==> config.mk <==
export PLATFORM = sky130hd
export DESIGN_NAME = decode_queue_flat
export DESIGN_NICKNAME = d
export VERILOG_FILES = /design/src/rtl/decode_queue_if.sv /design/src/rtl/decode_queue.sv /design/src/flat_wrapper.sv
export SDC_FILE = /design/constraint.sdc
export NUM_CORES = 1
export LEC_CHECK = 0
export BUFFER_PORTS_ARGS = -buffer_cell sky130_fd_sc_hd__buf_4
export CAP_MARGIN = 20
export CELL_PAD_IN_SITES_DETAIL_PLACEMENT = 1
export CELL_PAD_IN_SITES_GLOBAL_PLACEMENT = 2
export CORE_ASPECT_RATIO = 1.4
export CORE_UTILIZATION = 34
export DETAILED_ROUTE_END_ITERATION = 10
export PLACE_DENSITY = 0.81
export RECOVER_POWER = 25
export SLEW_MARGIN = 20
export SYNTH_ARGS = -nofsm -noshare
export SYNTH_HDL_FRONTEND = slang
export SYNTH_SLANG_ARGS = --single-unit
==> constraint.sdc <==
create_clock -name clk -period 2.68 [get_ports clk]
set_input_delay 0.402 -clock clk [delete_from_list [all_inputs] [get_ports clk]]
set_output_delay 0.402 -clock clk [all_outputs]
set_load 0.02 [all_outputs]
==> src/rtl/decode_queue_if.sv <==
// Handshake bundle between fetch, the decode queue and execute.
// The slave side is the queue itself; the master side is the surrounding pipeline.
interface decode_queue_if #(
  parameter int DEPTH = 2
) ();
  localparam int CW = $clog2(DEPTH + 1);

  logic          in_valid;
  logic          in_ready;
  logic [31:0]   in_pc;
  logic [31:0]   in_next_pc;
  logic [31:0]   in_instr;
  logic          flush;
  logic          out_valid;
  logic          out_ready;
  logic [31:0]   out_pc;
  logic [31:0]   out_next_pc;
  logic [31:0]   out_imm;
  logic [4:0]    out_rs1;
  logic [4:0]    out_rs2;
  logic [4:0]    out_rd;
  logic [11:0]   out_csr_addr;
  logic [2:0]    out_alu_fn;
  logic          out_alu_mod;
  logic [1:0]    out_sel_a;
  logic [1:0]    out_sel_b;
  logic [2:0]    out_funct3;
  logic [3:0]    out_class;
  logic          out_csr_rd;
  logic          out_csr_wr;
  logic          out_exception;
  logic [3:0]    out_ecause;
  logic [CW-1:0] count;

  modport slave (
    input  in_valid, in_pc, in_next_pc, in_instr, flush, out_ready,
    output in_ready, out_valid, out_pc, out_next_pc, out_imm, out_rs1, out_rs2, out_rd,
           out_csr_addr, out_alu_fn, out_alu_mod, out_sel_a, out_sel_b, out_funct3,
           out_class, out_csr_rd, out_csr_wr, out_exception, out_ecause, count
  );

  modport master (
    output in_valid, in_pc, in_next_pc, in_instr, flush, out_ready,
    input  in_ready, out_valid, out_pc, out_next_pc, out_imm, out_rs1, out_rs2, out_rd,
           out_csr_addr, out_alu_fn, out_alu_mod, out_sel_a, out_sel_b, out_funct3,
           out_class, out_csr_rd, out_csr_wr, out_exception, out_ecause, count
  );
endinterface

==> src/rtl/decode_queue.sv <==
// RV32I(+M) decoder feeding a DEPTH-entry micro-op FIFO with valid/ready on both sides.
// Illegal encodings are enqueued as exception entries so fetch order is never broken.
module decode_queue #(
  parameter int DEPTH    = 2,
  parameter bit ENABLE_M = 1'b0
) (
  input logic           clk,
  input logic           reset_n,
  decode_queue_if.slave dq
);
  localparam int PW = $clog2(DEPTH);
  localparam int CW = $clog2(DEPTH + 1);

  localparam logic [6:0] OPC_LUI    = 7'b0110111;
  localparam logic [6:0] OPC_AUIPC  = 7'b0010111;
  localparam logic [6:0] OPC_JAL    = 7'b1101111;
  localparam logic [6:0] OPC_JALR   = 7'b1100111;
  localparam logic [6:0] OPC_BRANCH = 7'b1100011;
  localparam logic [6:0] OPC_LOAD   = 7'b0000011;
  localparam logic [6:0] OPC_STORE  = 7'b0100011;
  localparam logic [6:0] OPC_OPIMM  = 7'b0010011;
  localparam logic [6:0] OPC_OP     = 7'b0110011;
  localparam logic [6:0] OPC_FENCE  = 7'b0001111;
  localparam logic [6:0] OPC_SYSTEM = 7'b1110011;

  localparam logic [3:0] CLS_ALU    = 4'd0;
  localparam logic [3:0] CLS_LOAD   = 4'd1;
  localparam logic [3:0] CLS_STORE  = 4'd2;
  localparam logic [3:0] CLS_BRANCH = 4'd3;
  localparam logic [3:0] CLS_JUMP   = 4'd4;
  localparam logic [3:0] CLS_CSR    = 4'd5;
  localparam logic [3:0] CLS_MRET   = 4'd6;
  localparam logic [3:0] CLS_WFI    = 4'd7;
  localparam logic [3:0] CLS_MULDIV = 4'd8;
  localparam logic [3:0] CLS_FENCE  = 4'd9;

  localparam logic [2:0] ALU_ADD = 3'd0;
  localparam logic [2:0] ALU_OR  = 3'd6;
  localparam logic [2:0] ALU_AND = 3'd7;

  localparam logic [1:0] SEL_REG = 2'd0;
  localparam logic [1:0] SEL_IMM = 2'd1;
  localparam logic [1:0] SEL_PC  = 2'd2;
  localparam logic [1:0] SEL_CSR = 2'd3;

  typedef struct packed {
    logic [31:0] pc;
    logic [31:0] next_pc;
    logic [31:0] imm;
    logic [4:0]  rs1;
    logic [4:0]  rs2;
    logic [4:0]  rd;
    logic [11:0] csr_addr;
    logic [2:0]  alu_fn;
    logic        alu_mod;
    logic [1:0]  sel_a;
    logic [1:0]  sel_b;
    logic [2:0]  funct3;
    logic [3:0]  cls;
    logic        csr_rd;
    logic        csr_wr;
    logic        exception;
    logic [3:0]  ecause;
  } uop_t;

  logic [31:0] ins_s;
  logic [6:0]  opc_s;
  logic [2:0]  f3_s;
  logic [6:0]  f7_s;
  logic [4:0]  rd_s;
  logic [4:0]  rs1_s;
  logic [31:0] imm_i_s, imm_s_s, imm_b_s, imm_u_s, imm_j_s;
  logic        illegal_s;
  uop_t        raw_s;
  uop_t        uop_s;

  assign ins_s   = dq.in_instr;
  assign opc_s   = ins_s[6:0];
  assign f3_s    = ins_s[14:12];
  assign f7_s    = ins_s[31:25];
  assign rd_s    = ins_s[11:7];
  assign rs1_s   = ins_s[19:15];
  assign imm_i_s = {{20{ins_s[31]}}, ins_s[31:20]};
  assign imm_s_s = {{20{ins_s[31]}}, ins_s[31:25], ins_s[11:7]};
  assign imm_b_s = {{19{ins_s[31]}}, ins_s[31], ins_s[7], ins_s[30:25], ins_s[11:8], 1'b0};
  assign imm_u_s = {ins_s[31:12], 12'h000};
  assign imm_j_s = {{11{ins_s[31]}}, ins_s[31], ins_s[19:12], ins_s[20], ins_s[30:21], 1'b0};

  // Combinational decode of the offered instruction into a micro-op
  always_comb begin
    raw_s          = '0;
    raw_s.pc       = dq.in_pc;
    raw_s.next_pc  = dq.in_next_pc;
    raw_s.rs1      = rs1_s;
    raw_s.rs2      = ins_s[24:20];
    raw_s.csr_addr = ins_s[31:20];
    raw_s.funct3   = f3_s;
    illegal_s      = 1'b0;
    case (opc_s)
      OPC_LUI: begin
        raw_s.imm    = imm_u_s;
        raw_s.rd     = rd_s;
        raw_s.alu_fn = ALU_OR;
        raw_s.sel_a  = SEL_IMM;
        raw_s.sel_b  = SEL_IMM;
      end
      OPC_AUIPC: begin
        raw_s.imm   = imm_u_s;
        raw_s.rd    = rd_s;
        raw_s.sel_a = SEL_PC;
        raw_s.sel_b = SEL_IMM;
      end
      OPC_JAL: begin
        raw_s.imm   = imm_j_s;
        raw_s.rd    = rd_s;
        raw_s.cls   = CLS_JUMP;
        raw_s.sel_a = SEL_PC;
        raw_s.sel_b = SEL_IMM;
      end
      OPC_JALR: begin
        raw_s.imm   = imm_i_s;
        raw_s.rd    = rd_s;
        raw_s.cls   = CLS_JUMP;
        raw_s.sel_b = SEL_IMM;
        illegal_s   = (f3_s != 3'b000);
      end
      OPC_BRANCH: begin
        raw_s.imm     = imm_b_s;
        raw_s.cls     = CLS_BRANCH;
        raw_s.alu_mod = 1'b1;
        illegal_s     = (f3_s[2:1] == 2'b01);
      end
      OPC_LOAD: begin
        raw_s.imm   = imm_i_s;
        raw_s.rd    = rd_s;
        raw_s.cls   = CLS_LOAD;
        raw_s.sel_b = SEL_IMM;
        illegal_s   = (f3_s[1:0] == 2'b11) || (f3_s == 3'b110);
      end
      OPC_STORE: begin
        raw_s.imm   = imm_s_s;
        raw_s.cls   = CLS_STORE;
        raw_s.sel_b = SEL_IMM;
        illegal_s   = f3_s[2] || (f3_s[1:0] == 2'b11);
      end
      OPC_OPIMM: begin
        raw_s.imm     = imm_i_s;
        raw_s.rd      = rd_s;
        raw_s.alu_fn  = f3_s;
        raw_s.alu_mod = (f3_s == 3'b101) && ins_s[30];
        raw_s.sel_b   = SEL_IMM;
      end
      OPC_OP: begin
        raw_s.rd     = rd_s;
        raw_s.alu_fn = f3_s;
        if (f7_s == 7'b0000000) begin
          raw_s.alu_mod = 1'b0;
        end else if ((f7_s == 7'b0100000) && ((f3_s == 3'b000) || (f3_s == 3'b101))) begin
          raw_s.alu_mod = 1'b1;
        end else if ((f7_s == 7'b0000001) && ENABLE_M) begin
          raw_s.cls    = CLS_MULDIV;
          raw_s.alu_fn = ALU_ADD;
        end else begin
          illegal_s = 1'b1;
        end
      end
      OPC_FENCE: begin
        raw_s.cls = CLS_FENCE;
        illegal_s = (f3_s != 3'b000);
      end
      OPC_SYSTEM: begin
        case (f3_s)
          3'b000: begin
            // Privileged encodings must match every field exactly
            if (ins_s == 32'h0000_0073) begin
              raw_s.exception = 1'b1;
              raw_s.ecause    = 4'd11;
            end else if (ins_s == 32'h0010_0073) begin
              raw_s.exception = 1'b1;
              raw_s.ecause    = 4'd3;
            end else if (ins_s == 32'h3020_0073) begin
              raw_s.cls = CLS_MRET;
            end else if (ins_s == 32'h1050_0073) begin
              raw_s.cls = CLS_WFI;
            end else begin
              illegal_s = 1'b1;
            end
          end
          3'b100: illegal_s = 1'b1;
          default: begin
            raw_s.cls   = CLS_CSR;
            raw_s.rd    = rd_s;
            raw_s.sel_b = SEL_CSR;
            if (f3_s[2]) begin
              raw_s.imm   = {27'd0, rs1_s};
              raw_s.sel_a = SEL_IMM;
            end else begin
              raw_s.imm   = 32'd0;
              raw_s.sel_a = SEL_REG;
            end
            if (f3_s[1:0] == 2'b01) begin
              raw_s.csr_rd = (rd_s != 5'd0);
              raw_s.csr_wr = 1'b1;
              raw_s.alu_fn = ALU_OR;
            end else begin
              raw_s.csr_rd  = 1'b1;
              raw_s.csr_wr  = (rs1_s != 5'd0);
              raw_s.alu_fn  = (f3_s[1:0] == 2'b11) ? ALU_AND : ALU_OR;
              raw_s.alu_mod = (f3_s[1:0] == 2'b11);
            end
          end
        endcase
      end
      default: illegal_s = 1'b1;
    endcase

    if (illegal_s) begin
      uop_s           = '0;
      uop_s.pc        = raw_s.pc;
      uop_s.next_pc   = raw_s.next_pc;
      uop_s.rs1       = raw_s.rs1;
      uop_s.rs2       = raw_s.rs2;
      uop_s.csr_addr  = raw_s.csr_addr;
      uop_s.funct3    = raw_s.funct3;
      uop_s.exception = 1'b1;
      uop_s.ecause    = 4'd2;
    end else begin
      uop_s = raw_s;
    end
  end

  uop_t          mem_q [DEPTH];
  logic [PW-1:0] wr_ptr_q, wr_ptr_d;
  logic [PW-1:0] rd_ptr_q, rd_ptr_d;
  logic [CW-1:0] count_q, count_d;
  logic          in_ready_s, out_valid_s, push_s, pop_s;
  uop_t          head_s;

  assign out_valid_s = (count_q != {CW{1'b0}});
  assign in_ready_s  = (count_q < CW'(DEPTH)) | dq.out_ready;
  assign push_s      = dq.in_valid & in_ready_s & ~dq.flush;
  assign pop_s       = out_valid_s & dq.out_ready;

  // Pointer and occupancy next-state; flush overrides any push or pop
  always_comb begin
    wr_ptr_d = wr_ptr_q;
    rd_ptr_d = rd_ptr_q;
    count_d  = count_q;
    if (dq.flush) begin
      wr_ptr_d = '0;
      rd_ptr_d = '0;
      count_d  = '0;
    end else begin
      wr_ptr_d = push_s ? (wr_ptr_q + PW'(1)) : wr_ptr_q;
      rd_ptr_d = pop_s ? (rd_ptr_q + PW'(1)) : rd_ptr_q;
      count_d  = count_q + CW'(push_s) - CW'(pop_s);
    end
  end

  // Queue control state
  always_ff @(posedge clk or negedge reset_n) begin
    if (!reset_n) begin
      wr_ptr_q <= '0;
      rd_ptr_q <= '0;
      count_q  <= '0;
    end else begin
      wr_ptr_q <= wr_ptr_d;
      rd_ptr_q <= rd_ptr_d;
      count_q  <= count_d;
    end
  end

  // Micro-op storage, written only on an accepted push
  always_ff @(posedge clk or negedge reset_n) begin
    if (!reset_n) begin
      for (int i = 0; i < DEPTH; i++) begin
        mem_q[i] <= '0;
      end
    end else if (push_s) begin
      mem_q[wr_ptr_q] <= uop_s;
    end
  end

  assign head_s          = mem_q[rd_ptr_q];
  assign dq.in_ready     = in_ready_s;
  assign dq.out_valid    = out_valid_s;
  assign dq.count        = count_q;
  assign dq.out_pc       = head_s.pc;
  assign dq.out_next_pc  = head_s.next_pc;
  assign dq.out_imm      = head_s.imm;
  assign dq.out_rs1      = head_s.rs1;
  assign dq.out_rs2      = head_s.rs2;
  assign dq.out_rd       = head_s.rd;
  assign dq.out_csr_addr = head_s.csr_addr;
  assign dq.out_alu_fn   = head_s.alu_fn;
  assign dq.out_alu_mod  = head_s.alu_mod;
  assign dq.out_sel_a    = head_s.sel_a;
  assign dq.out_sel_b    = head_s.sel_b;
  assign dq.out_funct3   = head_s.funct3;
  assign dq.out_class    = head_s.cls;
  assign dq.out_csr_rd   = head_s.csr_rd;
  assign dq.out_csr_wr   = head_s.csr_wr;
  assign dq.out_exception = head_s.exception;
  assign dq.out_ecause   = head_s.ecause;
endmodule
==> src/flat_wrapper.sv <==
// flat-port wrapper written by rule: the top's interface ports become plain ports
module decode_queue_flat 
#(
  parameter int DEPTH    = 2,
  parameter bit ENABLE_M = 1'b0
)
  (clk, reset_n, dq_in_valid, dq_in_pc, dq_in_next_pc, dq_in_instr, dq_flush, dq_out_ready, dq_in_ready, dq_out_valid, dq_out_pc, dq_out_next_pc, dq_out_imm, dq_out_rs1, dq_out_rs2, dq_out_rd, dq_out_csr_addr, dq_out_alu_fn, dq_out_alu_mod, dq_out_sel_a, dq_out_sel_b, dq_out_funct3, dq_out_class, dq_out_csr_rd, dq_out_csr_wr, dq_out_exception, dq_out_ecause, dq_count);
  decode_queue_if #(.DEPTH(DEPTH)) dq_i ();
  input logic clk;
  input logic reset_n;
  input wire logic [$bits(dq_i.in_valid)-1:0] dq_in_valid;
  input wire logic [$bits(dq_i.in_pc)-1:0] dq_in_pc;
  input wire logic [$bits(dq_i.in_next_pc)-1:0] dq_in_next_pc;
  input wire logic [$bits(dq_i.in_instr)-1:0] dq_in_instr;
  input wire logic [$bits(dq_i.flush)-1:0] dq_flush;
  input wire logic [$bits(dq_i.out_ready)-1:0] dq_out_ready;
  output wire logic [$bits(dq_i.in_ready)-1:0] dq_in_ready;
  output wire logic [$bits(dq_i.out_valid)-1:0] dq_out_valid;
  output wire logic [$bits(dq_i.out_pc)-1:0] dq_out_pc;
  output wire logic [$bits(dq_i.out_next_pc)-1:0] dq_out_next_pc;
  output wire logic [$bits(dq_i.out_imm)-1:0] dq_out_imm;
  output wire logic [$bits(dq_i.out_rs1)-1:0] dq_out_rs1;
  output wire logic [$bits(dq_i.out_rs2)-1:0] dq_out_rs2;
  output wire logic [$bits(dq_i.out_rd)-1:0] dq_out_rd;
  output wire logic [$bits(dq_i.out_csr_addr)-1:0] dq_out_csr_addr;
  output wire logic [$bits(dq_i.out_alu_fn)-1:0] dq_out_alu_fn;
  output wire logic [$bits(dq_i.out_alu_mod)-1:0] dq_out_alu_mod;
  output wire logic [$bits(dq_i.out_sel_a)-1:0] dq_out_sel_a;
  output wire logic [$bits(dq_i.out_sel_b)-1:0] dq_out_sel_b;
  output wire logic [$bits(dq_i.out_funct3)-1:0] dq_out_funct3;
  output wire logic [$bits(dq_i.out_class)-1:0] dq_out_class;
  output wire logic [$bits(dq_i.out_csr_rd)-1:0] dq_out_csr_rd;
  output wire logic [$bits(dq_i.out_csr_wr)-1:0] dq_out_csr_wr;
  output wire logic [$bits(dq_i.out_exception)-1:0] dq_out_exception;
  output wire logic [$bits(dq_i.out_ecause)-1:0] dq_out_ecause;
  output wire logic [$bits(dq_i.count)-1:0] dq_count;
  assign dq_i.in_valid = dq_in_valid;
  assign dq_i.in_pc = dq_in_pc;
  assign dq_i.in_next_pc = dq_in_next_pc;
  assign dq_i.in_instr = dq_in_instr;
  assign dq_i.flush = dq_flush;
  assign dq_i.out_ready = dq_out_ready;
  assign dq_in_ready = dq_i.in_ready;
  assign dq_out_valid = dq_i.out_valid;
  assign dq_out_pc = dq_i.out_pc;
  assign dq_out_next_pc = dq_i.out_next_pc;
  assign dq_out_imm = dq_i.out_imm;
  assign dq_out_rs1 = dq_i.out_rs1;
  assign dq_out_rs2 = dq_i.out_rs2;
  assign dq_out_rd = dq_i.out_rd;
  assign dq_out_csr_addr = dq_i.out_csr_addr;
  assign dq_out_alu_fn = dq_i.out_alu_fn;
  assign dq_out_alu_mod = dq_i.out_alu_mod;
  assign dq_out_sel_a = dq_i.out_sel_a;
  assign dq_out_sel_b = dq_i.out_sel_b;
  assign dq_out_funct3 = dq_i.out_funct3;
  assign dq_out_class = dq_i.out_class;
  assign dq_out_csr_rd = dq_i.out_csr_rd;
  assign dq_out_csr_wr = dq_i.out_csr_wr;
  assign dq_out_exception = dq_i.out_exception;
  assign dq_out_ecause = dq_i.out_ecause;
  assign dq_count = dq_i.count;
  decode_queue #(.DEPTH(DEPTH), .ENABLE_M(ENABLE_M)) u_core (.clk(clk), .reset_n(reset_n), .dq(dq_i));
endmodule
Yosys cells after proc, flatten, opt, wreduce, memory -nomap -nowiden
Cells that the tools add are included.
{"block": "op_classes", "muxes": 48, "reduce_logical": 24, "bitwise": 7, "magnitude_cmp": 4, "addsub": 4, "eq_ne": 22}
{"cell": "$mux W145", "count": 4}
{"cell": "$bwmux W290", "count": 1}
{"cell": "$pmux W32 S6", "count": 1}
{"cell": "$demux W145 S1", "count": 1}
{"cell": "$mux W81", "count": 1}
{"cell": "$eq A32 B21 Y1 const B", "count": 1}
{"cell": "$eq A32 B29 Y1 const B", "count": 1}
{"cell": "$eq A32 B30 Y1 const B", "count": 1}
{"cell": "$eq A32 B7 Y1 const B", "count": 1}
{"cell": "$mux W32", "count": 1}
{"cell": "$eq A7 B6 Y1 const B", "count": 4}
{"cell": "$eq A7 B7 Y1 const B", "count": 4}
{"cell": "$mux W5", "count": 5}
{"cell": "$pmux W4 S6", "count": 1}
{"cell": "$mux W1", "count": 15}
{"cell": "$eq A7 B5 Y1 const B", "count": 2}
{"cell": "$reduce_or A7 Y1", "count": 2}
{"cell": "$reduce_or A2 Y1", "count": 6}
{"cell": "$pmux W5 S2", "count": 1}
{"cell": "$reduce_bool A5 Y1", "count": 2}
{"cell": "$eq A3 B3 Y1 const B", "count": 3}
{"cell": "$mux W3", "count": 3}
{"cell": "$pmux W3 S3", "count": 1}
{"cell": "$mux W4", "count": 2}
{"cell": "31 further kinds", "count": 45}
{"block": "word_totals", "out_inout_bits": 149, "regBits": 294}

Longest topological paths before layout
{"block": "logic_depth", "depth_word": 9, "mapped_depth": 8, "depth_no_buf": 8}

Worst setup path before layout
No wires, ideal clock.
{"block": "synth_timing", "path_type": "input to register", "start": "in dq_in_instr[8]", "end": "reg u_core.mem_q[152] in the netlist's numbering", "cell_stages": 6, "arrival_time_ps": 2124, "slack_ps": 460, "t_required_ps": 2584, "path_cell_list": "or4_2 nor3b_4 o211ai_1 a311o_1 buf_6 o31ai_1"}
{"block": "synth_via", "elab_chain_cells": 9, "word_cells_on_any_way": 18, "cone_classes": "4 x eq/ne; 14 x mux"}
{"element": "from (decl)", "line_no": "flat_wrapper.sv:14", "rtl": "input wire logic [$bits(dq_i.in_instr)-1:0] dq_in_instr;"}
{"element": "$eq A32 B29 Y1", "line_no": "decode_queue.sv:183", "rtl": "end else if (ins_s == 32'h1050_0073) begin"}
{"element": "$mux W1 / $mux W3 (equally long branches)", "line_no": "decode_queue.sv:183"}
{"element": "$mux W1 / $mux W3 (equally long branches)", "line_no": "decode_queue.sv:181", "rtl": "end else if (ins_s == 32'h3020_0073) begin"}
{"element": "$mux W1 / $mux W4 (equally long branches)", "line_no": "decode_queue.sv:178", "rtl": "end else if (ins_s == 32'h0010_0073) begin"}
{"element": "$mux W1 / $mux W4 (equally long branches)", "line_no": "decode_queue.sv:175", "rtl": "if (ins_s == 32'h0000_0073) begin"}
{"element": "$pmux W1 S2 / $pmux W4 S2 (equally long branches)", "line_no": "decode_queue.sv:172", "rtl": "case (f3_s)"}
{"element": "$pmux W1 S7 / $pmux W4 S6 (equally long branches)", "line_no": "decode_queue.sv:99", "rtl": "case (opc_s)"}
{"element": "$mux W81 *", "line_no": "decode_queue.sv:217", "rtl": "if (illegal_s) begin"}
{"element": "$bwmux W290 *", "line_no": "decode_queue.sv:280", "rtl": "mem_q[wr_ptr_q] <= uop_s;"}
{"element": "to (signal, indexed assignment)", "line_no": "decode_queue.sv:280"}
{"element": "to (decl)", "line_no": "decode_queue.sv:232", "rtl": "uop_t mem_q [DEPTH];"}
Mark *: on every way between the ends. The rest lies on a longest branch, timed or not.
A chain may end at the register's enable or synchronous reset.

Worst setup path after layout
{"block": "layout_timing", "start": "reg u_core.rd_ptr_q", "end": "out dq_out_pc[8]"}
{"block": "layout_via", "elab_chain_cells": 4}
{"element": "from (decl)", "line_no": "decode_queue.sv:234", "rtl": "logic [PW-1:0] rd_ptr_q, rd_ptr_d;"}
{"element": "from (signal assigned)", "line_no": "decode_queue.sv:268", "rtl": "rd_ptr_q <= rd_ptr_d;"}
{"element": "$not A1 Y2 (not written as such)", "line_no": "decode_queue.sv:284", "rtl": "assign head_s = mem_q[rd_ptr_q];"}
{"element": "$mux W145 (not written as such) (3 in series)", "line_no": "decode_queue.sv:284"}
{"element": "to (decl)", "line_no": "flat_wrapper.sv:19", "rtl": "output wire logic [$bits(dq_i.out_pc)-1:0] dq_out_pc;"}
No other way between the ends. The select of a mux whose other input is x is not followed.

==> flow_summary.toml <==
[detailed_routing]
dr.pass1.iters = 5
remaining_drc_errors = 0
drt_wl_total_um = 43490
drtAntennaViolNets = 0
viasPerCell = 5.064
drt_iter0_drc = 592
routed_wire_length_per_instance_um = 20.02
route.vias.total = 11000

[synthesis]
yosys_warnings = 0
avgSynthCellArea_um2 = 9.501
asyncSetResetFlopFracSynth_pct = 100.0
ys_seq_elements = 280
syn-num-nets = 1515
synth_edf_count = 0
synth_top_family_by_area = "simple AND/OR/NAND/NOR gates"
yosys.area_share.adder_pct = 0.1865
fraction_of_the_mapped_netlist_area_in_compound_gates_pct = 9.672
synth_simple_gate_area_share_pct = 21.73
synth_sequential_area_ratio_pct = 52.23
synthCells = 1412
post_synth_xor_area_fraction_pct = 0.3264
synth_flop_cell = "dfrtp_1"
yosys-mux-area-fraction_pct = 11.66
synthesis.area_um2 = 13420
synth.lib_cells_used.distinct = 68

[finish]
final_cell_count_no_fill = 2173
flow.area_growth_from_synthesis_pct = 26.75
drive_gt1_share_pct = 30.41
layout.nets = 1730
insertedDiodeCount = 0

[cts]
cts-root-to-sink-buffers = 3
cts_buffers = 30
ctsResizeCount = 0
tritoncts = "built"
ctsHtreeMaxLevel = 1
cts_root_buf = "clkbuf_16"
clk-insertion-delay-late_ps = 570
cts_setup_buffers = 0
clk_transition_reported_paths_ps = 60
clock_sinks = 280

[setup_path]
critPathCaptureType = "primary output"
crit_slowest_cell = "dfrtp_4"
critical_path.max_stage_delay_ps = 550
ff_to_ff_start = "u_core.dq.count[1]$_DFF_PN0_"
critical_path.cell_chain = "buf_12, mux2_2, buf_4"
timing.critical_path.from_type = "flip-flop"
timing.critical_path.from = "u_core.rd_ptr_q$_DFFE_PN0P_"
cp_data_arrival_time_ps = 2100
timing.critical_path.fanout_max = 56
criticalPathCategory = "reg2out"
worstPathRequired_ps = 2280

[floorplanning]
die_outline_area_um2 = 40270
fp-row-count = 85
floorplan.initialDensity_pct = 34.65
chipHeight_um = 237.0
chipWidth_um = 169.9
design.portCount = 250
floorplan.core_area_um2 = 38710

[timing]
max_slew.worst_pin.slew_ps = 1820
final.hold.worst_slack_ps = 35.01
finalHoldViolations = 0
fmax_mhz = 400.4
setup-tns-final_ps = 0
final_period_minus_worst_setup_slack_ps = 2497
slew_viol_final = 66
clock_skew_ps = 11.59
period_share_pct = 93.18
timing.max_slew.rel_slack_pct = -21.32
post-route-worst-setup-slack_ps = 182.7
setup_repair_after_global_routing_missed_its_margin = "false"
finalSetupViolations = 0

[placed_design]
numPlacedInstances = 2116
place_hpwl_um = 29380
globalplace.congestion = 0.8633
io_buffers = 248
post-place-ws_ps = 50.16

[run_status]
violations = "capacitance limit, slew limit"
outcome = "finished with violations"

[global_routing]
first_global_vias = 11750
grt_first_pass_wirelength_um = 68410
grt_max_degree = 77
grt-ovfl-total = 0
globalRouteTotalUtil_pct = 21.84
antenna_found_initial = 0

[power]
power.share.switching_pct = 34.13
share_comb_of_total_power_pct = 34.9
finalPower_mw = 16.21
sequentialPowerShare_pct = 37.1
p_switching_mw = 5.533
p_leak_nw = 8.517
share_clk_of_total_power_pct = 28.1
ir_drop_v = 0.0006007
power.density_cell_area_nw_per_um2 = 953.3
intPower_mw = 10.68

[worst_hold_path]
holdCritPathClass = "in2reg"
hp-start = "dq_in_next_pc[12]"

[run]
maxCapViolCount = 1
critical path, delay by kind of cell (launching register included):
family | cells | cell delay, ps
muxes | 1 | 400
DFF | 1 | 550
buffers and inverters | 2 | 490
cell families (layout without fill, tap and decap cells):
logic type / count (synthesis) / in the layout
compound gates: 178 / 178
xor+xnor: 5 / 5
fa+ha+maj: 2 / 2
buf+inv: 115 / 354
flops: 280 / 280
mux: 139 / 139
other cells: 1 / 1
simple gates: 692 / 692
cell usage in the layout, fill, tap and decap left out, drive strengths merged, types with 4 or more instances in the layout:
cell type    n
a22o        13
a211oi       6
inv         11
nand2b       6
dfrtp      280
nand4b       4
or2          4
nand3b       5
nor2        21
mux2       138
a21o        15
and2         5
nor4         7
nor3         9
clkbuf      47
a22oi        5
nor2b        5
or4          6
a32o        32
nand3       26
a21oi       21
nand2      577
buf        285
clkinv       4
a31oi        5
o21ai       38
xnor2        4
bufinv       4
o31ai       30
Yosys cell counts (2+ instances only):
| library cell | instances | area [um2] |
|---|---|---|
| a211oi_1 | 6 | 45.04 |
| a21o_1 | 14 | 105.1 |
| a21oi_1 | 21 | 105.1 |
| a221oi_1 | 2 | 17.52 |
| a22o_1 | 13 | 113.9 |
| a22oi_1 | 5 | 37.54 |
| a31oi_1 | 5 | 31.28 |
| a32o_1 | 32 | 320.3 |
| and2_1 | 3 | 18.77 |
| and3_1 | 2 | 12.51 |
| buf_1 | 13 | 48.80 |
| buf_2 | 2 | 10.01 |
| buf_4 | 7 | 52.55 |
| buf_6 | 4 | 45.04 |
| clkbuf_1 | 72 | 270.3 |
| clkbuf_8 | 6 | 82.58 |
| dfrtp_1 | 280 | 7007 |
| ha_1 | 2 | 25.02 |
| inv_1 | 10 | 37.54 |
| mux2_2 | 138 | 1554 |
| nand2_1 | 577 | 2166 |
| nand2b_1 | 6 | 37.54 |
| nand3_1 | 26 | 130.1 |
| nand3b_1 | 5 | 37.54 |
| nand4_1 | 3 | 18.77 |
| nand4b_1 | 4 | 35.03 |
| nor2_1 | 21 | 78.83 |
| nor2b_1 | 5 | 31.28 |
| nor3_1 | 7 | 35.03 |
| nor3_2 | 2 | 20.02 |
| nor4_1 | 4 | 25.02 |
| nor4_2 | 2 | 25.02 |
| nor4bb_1 | 2 | 20.02 |
| o211ai_1 | 2 | 15.01 |
| o21ai_0 | 23 | 115.1 |
| o21ai_1 | 15 | 75.07 |
| o22a_1 | 2 | 17.52 |
| o31ai_1 | 30 | 225.2 |
| or2_2 | 3 | 18.77 |
| or3b_1 | 2 | 17.52 |
| or4_1 | 3 | 22.52 |
| or4_2 | 2 | 17.52 |
| xnor2_1 | 4 | 35.03 |
repair_timing:
action | CTS | global route
hold buffers | 1 | 0
endpoints found under the setup margin | 0 | 0
endpoints found under the hold margin | 63 | 0
per-layer routing:
metal | track usage [%] | share of wire (%) | vias up
li1 | - | - | 5183
met1 | 27.28 | 42 | 5559
met2 | 38.40 | 52 | 219
met3 | 4.062 | 4.9 | 43
met4 | 5.487 | 1.9 | 0
met5 | 0 | 0 | -
layout make-up:
class / count / area, um2
Fill cell: 4500 / 21710
Sequential cell: 280 / 7010
Multi-Input combinational cell: 1017 / 5884
Timing Repair Buffer: 288 / 2316
Clock buffer: 45 / 938.4
Tap cell: 522 / 653.1
Clock inverter: 11 / 163.9
Inverter: 10 / 37.54
worst paths after layout:
path	slack, ps	cells after the start	to
setup / recovery	180	3	dq_out_pc[8]
hold / removal	40	3	u_core.mem_q[93]$_DFFE_PN0P_
setup reg to reg	260	6	u_core.mem_q[53]$_DFFE_PN0P_
hold reg to reg	470	2	u_core.mem_q[246]$_DFFE_PN0P_
max in group asynchronous	430	3	u_core.mem_q[13]$_DFFE_PN0P_
min in group asynchronous	850	2	u_core.mem_q[192]$_DFFE_PN0P_
registers in the layout (all words and copies together) (netlist names):
name	count
u_core.mem_q	276
u_core.dq.count	2
u_core.rd_ptr_q	1
u_core.wr_ptr_q	1
stage by stage:
stage / instance area (um2) / utilization (%)
floorplan: 13420 / -
global placement: 15920 / 41.13
detailed placement: 15920 / 41.13
CTS: 17040 / 44.00
global route: 17000 / 43.92
finish: 17000 / 43.92
power groups by stage:
stage | registers (mW) | logic [mW] | clock network, mW
4_1_cts | 6.02 | 5.78 | 4.68
2_1_floorplan | 5.87 | 3.58 | 0
3_5_place_dp | 6.10 | 5.74 | 0
5_1_grt | 6.17 | 6.14 | 4.82
3_3_place_gp | 6.03 | 5.66 | 0
6_report | 6.01 | 5.65 | 4.55
Power figures use the tool's default switching activity.
